File: src/rtl/dds_pkg.sv
// Shared constants for the DDS note synthesizer:
// clock/width parameters, waveform codes and the top-octave increment table.
package dds_pkg;

  localparam int F_CLK_HZ = 50_000_000;
  localparam int ACC_W    = 32;
  localparam int OUT_W    = 8;

  localparam logic [2:0] FORM_SAW_UP  = 3'b000;
  localparam logic [2:0] FORM_SAW_DN  = 3'b001;
  localparam logic [2:0] FORM_SQUARE  = 3'b010;
  localparam logic [2:0] FORM_TRI     = 3'b011;
  localparam logic [2:0] FORM_PULSE25 = 3'b100;

  // Increments for MIDI notes 120..131 at 50 MHz.
  // Lower octaves are derived by right shifts.
  localparam logic [ACC_W-1:0] TABLE [0:11] = '{
    32'd719_151,
    32'd761_914,
    32'd807_220,
    32'd855_219,
    32'd906_073,
    32'd959_951,
    32'd1_017_033,
    32'd1_077_509,
    32'd1_141_581,
    32'd1_209_463,
    32'd1_281_381,
    32'd1_357_576
  };

endpackage

File: src/rtl/dds_note_synth_note_to_inc.sv
// Note number to phase increment: clamp, octave/semitone decode, shift.
// Ports: CLK, RESET (async low), NOTE in; ADDER registered increment out.
module note_to_inc
  import dds_pkg::*;
(
  input  logic             CLK,
  input  logic             RESET,
  input  logic [7:0]       NOTE,
  output logic [ACC_W-1:0] ADDER
);

  logic [6:0]       note_c;
  logic [6:0]       base;
  logic [3:0]       oct;
  logic [3:0]       semi;
  logic [3:0]       shift;
  logic [ACC_W-1:0] inc_nxt;

  assign note_c = NOTE[7] ? 7'd127 : NOTE[6:0];

  // Octave is the count of 12-note thresholds crossed.
  always_comb begin
    oct  = 4'd0;
    base = 7'd0;
    for (int i = 1; i <= 10; i++) begin
      if (note_c >= 7'(12 * i)) begin
        oct  = 4'(i);
        base = 7'(12 * i);
      end
    end
  end

  always_comb begin
    semi    = 4'(note_c - base);
    shift   = 4'd10 - oct;
    inc_nxt = TABLE[semi] >> shift;
  end

  always_ff @(posedge CLK or negedge RESET) begin
    if (!RESET) begin
      ADDER <= '0;
    end else begin
      ADDER <= inc_nxt;
    end
  end

endmodule

File: src/rtl/dds_note_synth.sv
// MIDI-note DDS tone generator: increment, phase accumulator, waveform.
// Ports: CLK, RESET, NOTE, FORM in; ADDER, DDS, WAVE, COUNT_DOWN out.
module dds_note_synth
  import dds_pkg::*;
(
  input  logic             CLK,
  input  logic             RESET,
  input  logic [7:0]       NOTE,
  input  logic [2:0]       FORM,
  output logic [ACC_W-1:0] ADDER,
  output logic [ACC_W-1:0] DDS,
  output logic [OUT_W-1:0] WAVE,
  output logic             COUNT_DOWN
);

  logic [OUT_W-1:0] p;
  logic [OUT_W-1:0] tri_v;
  logic             msb;
  logic [OUT_W-1:0] wave_nxt;

  note_to_inc u_inc (
    .CLK   (CLK),
    .RESET (RESET),
    .NOTE  (NOTE),
    .ADDER (ADDER)
  );

  // Wraps modulo 2^ACC_W; phase is never cleared on note change.
  always_ff @(posedge CLK or negedge RESET) begin
    if (!RESET) begin
      DDS <= '0;
    end else begin
      DDS <= DDS + ADDER;
    end
  end

  assign p     = DDS[ACC_W-1 -: OUT_W];
  assign msb   = DDS[ACC_W-1];
  assign tri_v = DDS[ACC_W-2 -: OUT_W];

  always_comb begin
    wave_nxt = '0;
    unique case (1'b1)
      (FORM == FORM_SAW_UP):  wave_nxt = p;
      (FORM == FORM_SAW_DN):  wave_nxt = ~p;
      (FORM == FORM_SQUARE):  wave_nxt = {OUT_W{~msb}};
      (FORM == FORM_TRI):     wave_nxt = msb ? ~tri_v : tri_v;
      (FORM == FORM_PULSE25):
        wave_nxt = (DDS[ACC_W-1 -: 2] == 2'b00) ? '1 : '0;
      default:                wave_nxt = '0;
    endcase
  end

  always_ff @(posedge CLK or negedge RESET) begin
    if (!RESET) begin
      WAVE       <= '0;
      COUNT_DOWN <= 1'b0;
    end else begin
      WAVE       <= wave_nxt;
      COUNT_DOWN <= msb;
    end
  end

endmodule

File: config.mk
export PLATFORM = sky130hd
export DESIGN_NAME = dds_note_synth
export DESIGN_NICKNAME = d
export VERILOG_FILES = /design/src/rtl/dds_pkg.sv /design/src/rtl/dds_note_synth_note_to_inc.sv /design/src/rtl/dds_note_synth.sv
export SDC_FILE = /design/constraint.sdc
export NUM_CORES = 1
export LEC_CHECK = 0
export CORE_MARGIN = 2
export CORE_UTILIZATION = 54
export DETAILED_ROUTE_END_ITERATION = 6
export GPL_TIMING_DRIVEN = 0
export PLACE_DENSITY = 0.91
export SLEW_MARGIN = 5
export SYNTH_ARGS = -nofsm -noshare
export SYNTH_HDL_FRONTEND = slang
export SYNTH_SLANG_ARGS = --single-unit
File: constraint.sdc
create_clock -name CLK -period 3.6 [get_ports CLK]
set_clock_uncertainty 0.05 [all_clocks]
set_input_delay 0.72 -clock CLK [delete_from_list [all_inputs] [get_ports CLK]]
set_output_delay 0.72 -clock CLK [all_outputs]
set_load 0.1 [all_outputs]
==> results.ini, run 1 <==
[outcome]
status = finished, violations left
violations = DRC, setup timing

[clocking]
clkTransAtPathRegs_ns = 0.06
insertion_delay_ns = 0.35
h-tree-depth = 3
cts_sinks = 62
hold_buffers = 0
cts_made_buffers = 9
cts_tree = done
cts_root_buf = clkbuf_8
cts.path.max_buffers = 2

[drt]
first_pass_iters = 7
ant_nets = 0
vias_per_cell = 6.29
vias = 5669
wl_met3_um = 1210
routedLengthMet1_um = 6320
wire_per_inst_um = 17.9
wl_met2_um = 7960
drc = 1
dr.first_iter.drc_count = 385
maxUsedRoutingLayer = met4
wl_um = 16200

[synthesis]
synth_area_um2 = 5550
synth_cell_types = 92
synthCells = 627
synth_top_flop_cell = dfrtp_1
async_flop_share = 1.00
syn_area_per_cell_um2 = 8.85
yosysWarnings = 0
ys_seq_area_frac = 0.279
ys_ff_latch = 62
synth_edf_count = 0

[final_layout]
final_cell_mix = clkdlybuf4s50_1 (66), dfrtp_1 (62), buf_4 (48)
final_nets = 803
n_antenna_cell = 0
final_util = 0.728
drive_gt1_frac = 0.227
nFillCells = 695
multi_input_area_um2 = 3960
area_growth_pct = 33.0
seq_area_um2 = 1550
final_common_cell = clkdlybuf4s50_1

[timing]
fin_setup_tns_ns = -2.57
fin_crit_sh = 1.07
worst_pin_slew_ns = 0.996
max_slew_margin = 0.334
setup_ws_ns = -0.237
rsz0062_at_grt = true
setup_viol = 16
period_needed_ns = 3.84
maxSlewViolCount = 0
fmax_ghz = 0.261
hold_viol_final = 0

[global_route]
grt_max_degree = 36
grt.total_usage = 0.290
grt_antenna_before_repair = 0
grt_first_pass_wirelength_um = 25900
grt-ovfl-total = 0
grt_pass1_vias = 5384

[power_and_ir_drop]
peakVddDrop_mv = 0.729
power_mw = 6.81
powerDensity_nw_per_um2 = 922
p_leak_nw = 3.05

[critical_path]
start_kind = primary input
end_kind = flop
cp.required_ns = 3.75
crit_type = in -> reg
cp.arrival_ns = 3.99
path_max_fanout = 6

[floorplan]
core_um2 = 10100
rows = 37
ios = 86
die_h_um = 105
initial_core_util = 0.548
die-area_um2 = 11100
die_w_um = 105

[placed_design]
portBuffers = 71
gp_congestion = 1.02
dpl.hpwl_um = 11500

[worst_hold_path]
hold_class = in -> async

[job]
cap_violations = 0

-- layer usage --
metal,up-vias,GRT usage
met5,-,0
met4,0,0.150
met3,92,0.0507
met2,318,0.484
met1,2673,0.359
li1,2586,-
-- cells by family after synthesis --
logic type	after synthesis	synth area share
compound gates	211	0.278
xor+xnor	46	0.0739
fa+ha+maj	31	0.0708
buf+inv	81	0.0789
flops	62	0.279
mux	20	0.0572
other cells	1	0.000675
simple gates	175	0.161
-- synth_stat cells, types with 6 or more instances --
cell type / count / area share
mux2i_1: 7 / 0.013
xor2_1: 9 / 0.014
inv_1: 25 / 0.017
o211ai_1: 8 / 0.011
buf_6: 8 / 0.016
nand3_1: 15 / 0.014
o22a_1: 7 / 0.011
o21a_1: 13 / 0.018
ha_1: 29 / 0.065
buf_4: 12 / 0.016
dfrtp_1: 62 / 0.28
nand2_1: 44 / 0.030
or3_1: 8 / 0.0090
a31oi_1: 11 / 0.012
o22ai_1: 6 / 0.0068
clkbuf_1: 26 / 0.018
o2111ai_1: 6 / 0.0095
a21oi_1: 29 / 0.026
mux4_2: 9 / 0.037
nor2_1: 45 / 0.030
xnor2_1: 36 / 0.057
a221oi_1: 8 / 0.013
nor3_1: 17 / 0.015
o21ai_0: 33 / 0.030
a211oi_1: 10 / 0.014
a21o_1: 15 / 0.020
-- sequential cells by signal, indices dropped and copies added (netlist names) --
name	flops
DDS	32
COUNT_DOWN	1
WAVE	8
u_inc.ADDER	21
-- power by group --
part	total, mW	switching (mW)	internal (mW)
Sequential	1.17	0.200	0.971
Combinational	5.09	3.49	1.60
Clock	0.545	0.259	0.286
-- path summary, 6_finish.rpt --
kind / startpoint / end / slack (ns) / cells after the start
min reg2reg: DDS[31] / COUNT_DOWN / 0.37 / 0
max in group asynchronous: RESET / u_inc.ADDER[14] / 2.56 / 2
max reg2reg: u_inc.ADDER[0] / DDS[22] / 0.38 / 11
min in group CLK: DDS[31] / COUNT_DOWN / 0.37 / 0
min: RESET / DDS[6] / 0.34 / 1
max: NOTE[5] / u_inc.ADDER[10] / -0.24 / 19
-- critical path, cell delays in order --
cell and delay [ns]:
buf_6 0.10, buf_8 0.11, nor2b_4 0.12, a21o_1 0.17, a211oi_4 0.26, or3_1 0.15
buf_6 0.11, inv_8 0.04, ha_4 0.14, or3_4 0.35, and2_4 0.18, nor3_4 0.16
buf_12 0.16, nor2_4 0.05, buf_6 0.15, a22o_1 0.25, mux4_2 0.53, mux2i_1 0.16
o22ai_1 0.09
-- per-stage QoR --
stage	std cells	instance area [um2]	setup slack, ns	hold slack (ns)
CTS	887	7190	-0.400	0.343
detailed placement	845	6570	-1.85	0.351
floorplan	637	5670	-0.648	0.374
finish	901	7380	-0.237	0.342
global placement	844	6550	-1.79	0.336
global route	901	7380	-0.295	0.372
-- area by class of cell --
type | instances | share of cell area
Buffer | 51 | 0.0459
Clock buffer | 13 | 0.0215
Clock inverter | 3 | 0.00254
Inverter | 28 | 0.0158
Multi-Input combinational cell | 494 | 0.537
Sequential cell | 62 | 0.210
Tap cell | 136 | 0.0231
Timing Repair Buffer | 114 | 0.144
-- what timing repair did --
action                     4_1_cts  5_1_grt
gates resized for setup         66       29
gates cloned                     0        1
setup buffers                   27       16
pin swaps                       27       23
setup endpoints to repair       21       29
No activity file was read; power rests on OpenSTA's default activity.
==> run 2: changes to the inputs <==
Settings changed: CORE_UTILIZATION 54 to 50, PLACE_DENSITY 0.91 to 0.89.
Clock period 3.6 ns to 3.45 ns, I/O delays scaled along.
==> run 2 against run 1 <==
The run ends with setup timing left. Sequential power is 4% higher. Global-route usage down 0.073 points. Hold slack improved by 0.0021 ns. Count of clock-buffer cells in the layout rose by 1. Via count hardly changed. Combinational power grew 7.3%. Clock power is 17% higher. Highest routed layer unchanged.
==> results.ini, run 2 (synthesized netlist as in run 1, its figures left out) <==
[outcome]
status = finished, violations left
violations = setup timing

[clocking]
insertion_delay_ns = 0.35
cts_tree = done
clkTransAtPathRegs_ns = 0.07
cts_sinks = 62
cts_root_buf = clkbuf_8
hold_buffers = 0
cts_made_buffers = 9
h-tree-depth = 3
cts.path.max_buffers = 2

[timing]
max_slew_margin = 0.338
setup_ws_ns = -0.353
worst_pin_slew_ns = 0.989
hold_viol_final = 0
fmax_ghz = 0.263
setup_viol = 18
maxSlewViolCount = 0
period_needed_ns = 3.80
rsz0062_at_grt = true
fin_setup_tns_ns = -4.56
fin_crit_sh = 1.10

[floorplan]
initial_core_util = 0.512
ios = 86
core_um2 = 10800
die-area_um2 = 12000
rows = 38
die_h_um = 109
die_w_um = 109

[critical_path]
slowest_delay_ns = 0.46
crit_type = in -> reg
cp.arrival_ns = 3.97
slowest_stage = mux4_2
end_kind = flop
cp.required_ns = 3.62
path_max_fanout = 8
start_kind = primary input
crit_path_cell_trace = buf_6 > buf_8 > nor2b_4 > a21o_1 > a211oi_4 > or3_4 > inv_8 > ha_4 > or3_4 > buf_6 > nand2_8 > nand3_4 > a21oi_4 > nor3_4 > a221oi_2 > buf_4 > mux2i_1 > mux4_2

[global_route]
grt_first_pass_wirelength_um = 26900
met3_usage = 0.0539
grt_pass1_vias = 5297
grt_max_degree = 33
grt.met1_usage = 0.360
grt.total_usage = 0.289
grt-ovfl-total = 0
grt_antenna_before_repair = 0
use_met2 = 0.505
busiest_layer = met2

[placed_design]
place_ws_ns = -1.95
dpl.hpwl_um = 12200
portBuffers = 71
gp_congestion = 0.946

[final_layout]
final_util = 0.702
final_nets = 812
top_regs = DDS x32, u_inc.ADDER x21, WAVE x8
largest_reg_flops = 32
nFillCells = 842
final_cell_mix = clkdlybuf4s50_1 (66), dfrtp_1 (59), buf_4 (49)
n_antenna_cell = 0
drive_gt1_frac = 0.259
final_common_cell = clkdlybuf4s50_1
area_growth_pct = 37.1
top_register = DDS

[drt]
vias_per_cell = 6.21
first_pass_iters = 5
vias = 5667
wl_um = 17400
drc = 0
dr.first_iter.drc_count = 450
wire_per_inst_um = 19.1
ant_nets = 0

[job]
cap_violations = 0

[power_and_ir_drop]
peakVddDrop_mv = 0.960
powerDensity_nw_per_um2 = 962
p_leak_nw = 3.13
power_mw = 7.32

[worst_hold_path]
hold_class = in -> async

-- run 2: cell count changes in the layout (fill, tap and decap cells not counted), moves of 3 or more --
cell / before / now
buf_6: 14 / 21
o21ai_1: 11 / 4
dfrtp_2: 0 / 3
o21ai_2: 2 / 6
or3_4: 1 / 4
or3_1: 7 / 4
dfrtp_1: 62 / 59
-- run 2: timing repair --
item,in CTS,in global routing
gates resized for setup,79,42
setup buffers,40,14
pin swaps,35,34
endpoints found under the setup margin,28,25
-- run 2: final timing paths --
check	start	endpoint	slack (ns)	depth (start not counted)
max reg2reg	u_inc.ADDER[1]	DDS[31]	0.23	9
min	RESET	DDS[27]	0.34	1
max in group asynchronous	RESET	DDS[0]	2.37	2
max	NOTE[5]	u_inc.ADDER[5]	-0.35	18
min in group CLK	DDS[31]	COUNT_DOWN	0.35	0
min reg2reg	DDS[31]	COUNT_DOWN	0.35	0
-- run 2: worst max-delay path: cells and delay by family --
family                   cells  cell delay [ns]
adder cells (fa/ha/maj)      1             0.15
buffers and inverters        5             0.56
multiplexers                 2             0.53
AO/OA/AOI/OAI                4             1.05
AND/OR/NAND/NOR              6             0.97
-- run 2: final cells by class --
type                       count  area [um2]  share of cell area
inverter                      28         113              0.0148
clock buffer                  14         163              0.0214
tap                          140         175              0.0230
timing repair buffer         125        1190               0.156
sequential                    62        1560               0.204
buffer                        49         317              0.0416
multi-input combinational    494        4070               0.535
clock inverter                 1        30.0             0.00394
-- run 2: through the flow --
stage	instances	cell area (um2)	hold WS (ns)
after floorplan	637	5680	0.344
after global routing	913	7610	0.378
after CTS	904	7360	0.357
after detailed placement	849	6580	0.344
after global placement	848	6560	0.340
final	913	7610	0.344
-- run 2: power by group --
group / switching [mW] / internal [mW] / total [mW]
registers: 0.209 / 1.02 / 1.22
clock network: 0.266 / 0.370 / 0.637
logic: 3.73 / 1.73 / 5.46
-- run 2: routing by layer --
metal | part of all wire | vias up
met5 | 0 | -
met4 | 0.031 | 0
met3 | 0.068 | 60
met2 | 0.50 | 301
met1 | 0.40 | 2700
li1 | - | 2606
==> run 3: changes to the inputs <==
Settings changed: CTS_CLUSTER_SIZE set to 30.
==> results of run 3 <==
Same layout as run 2: the final DEF is identical, and so are final timing and power.
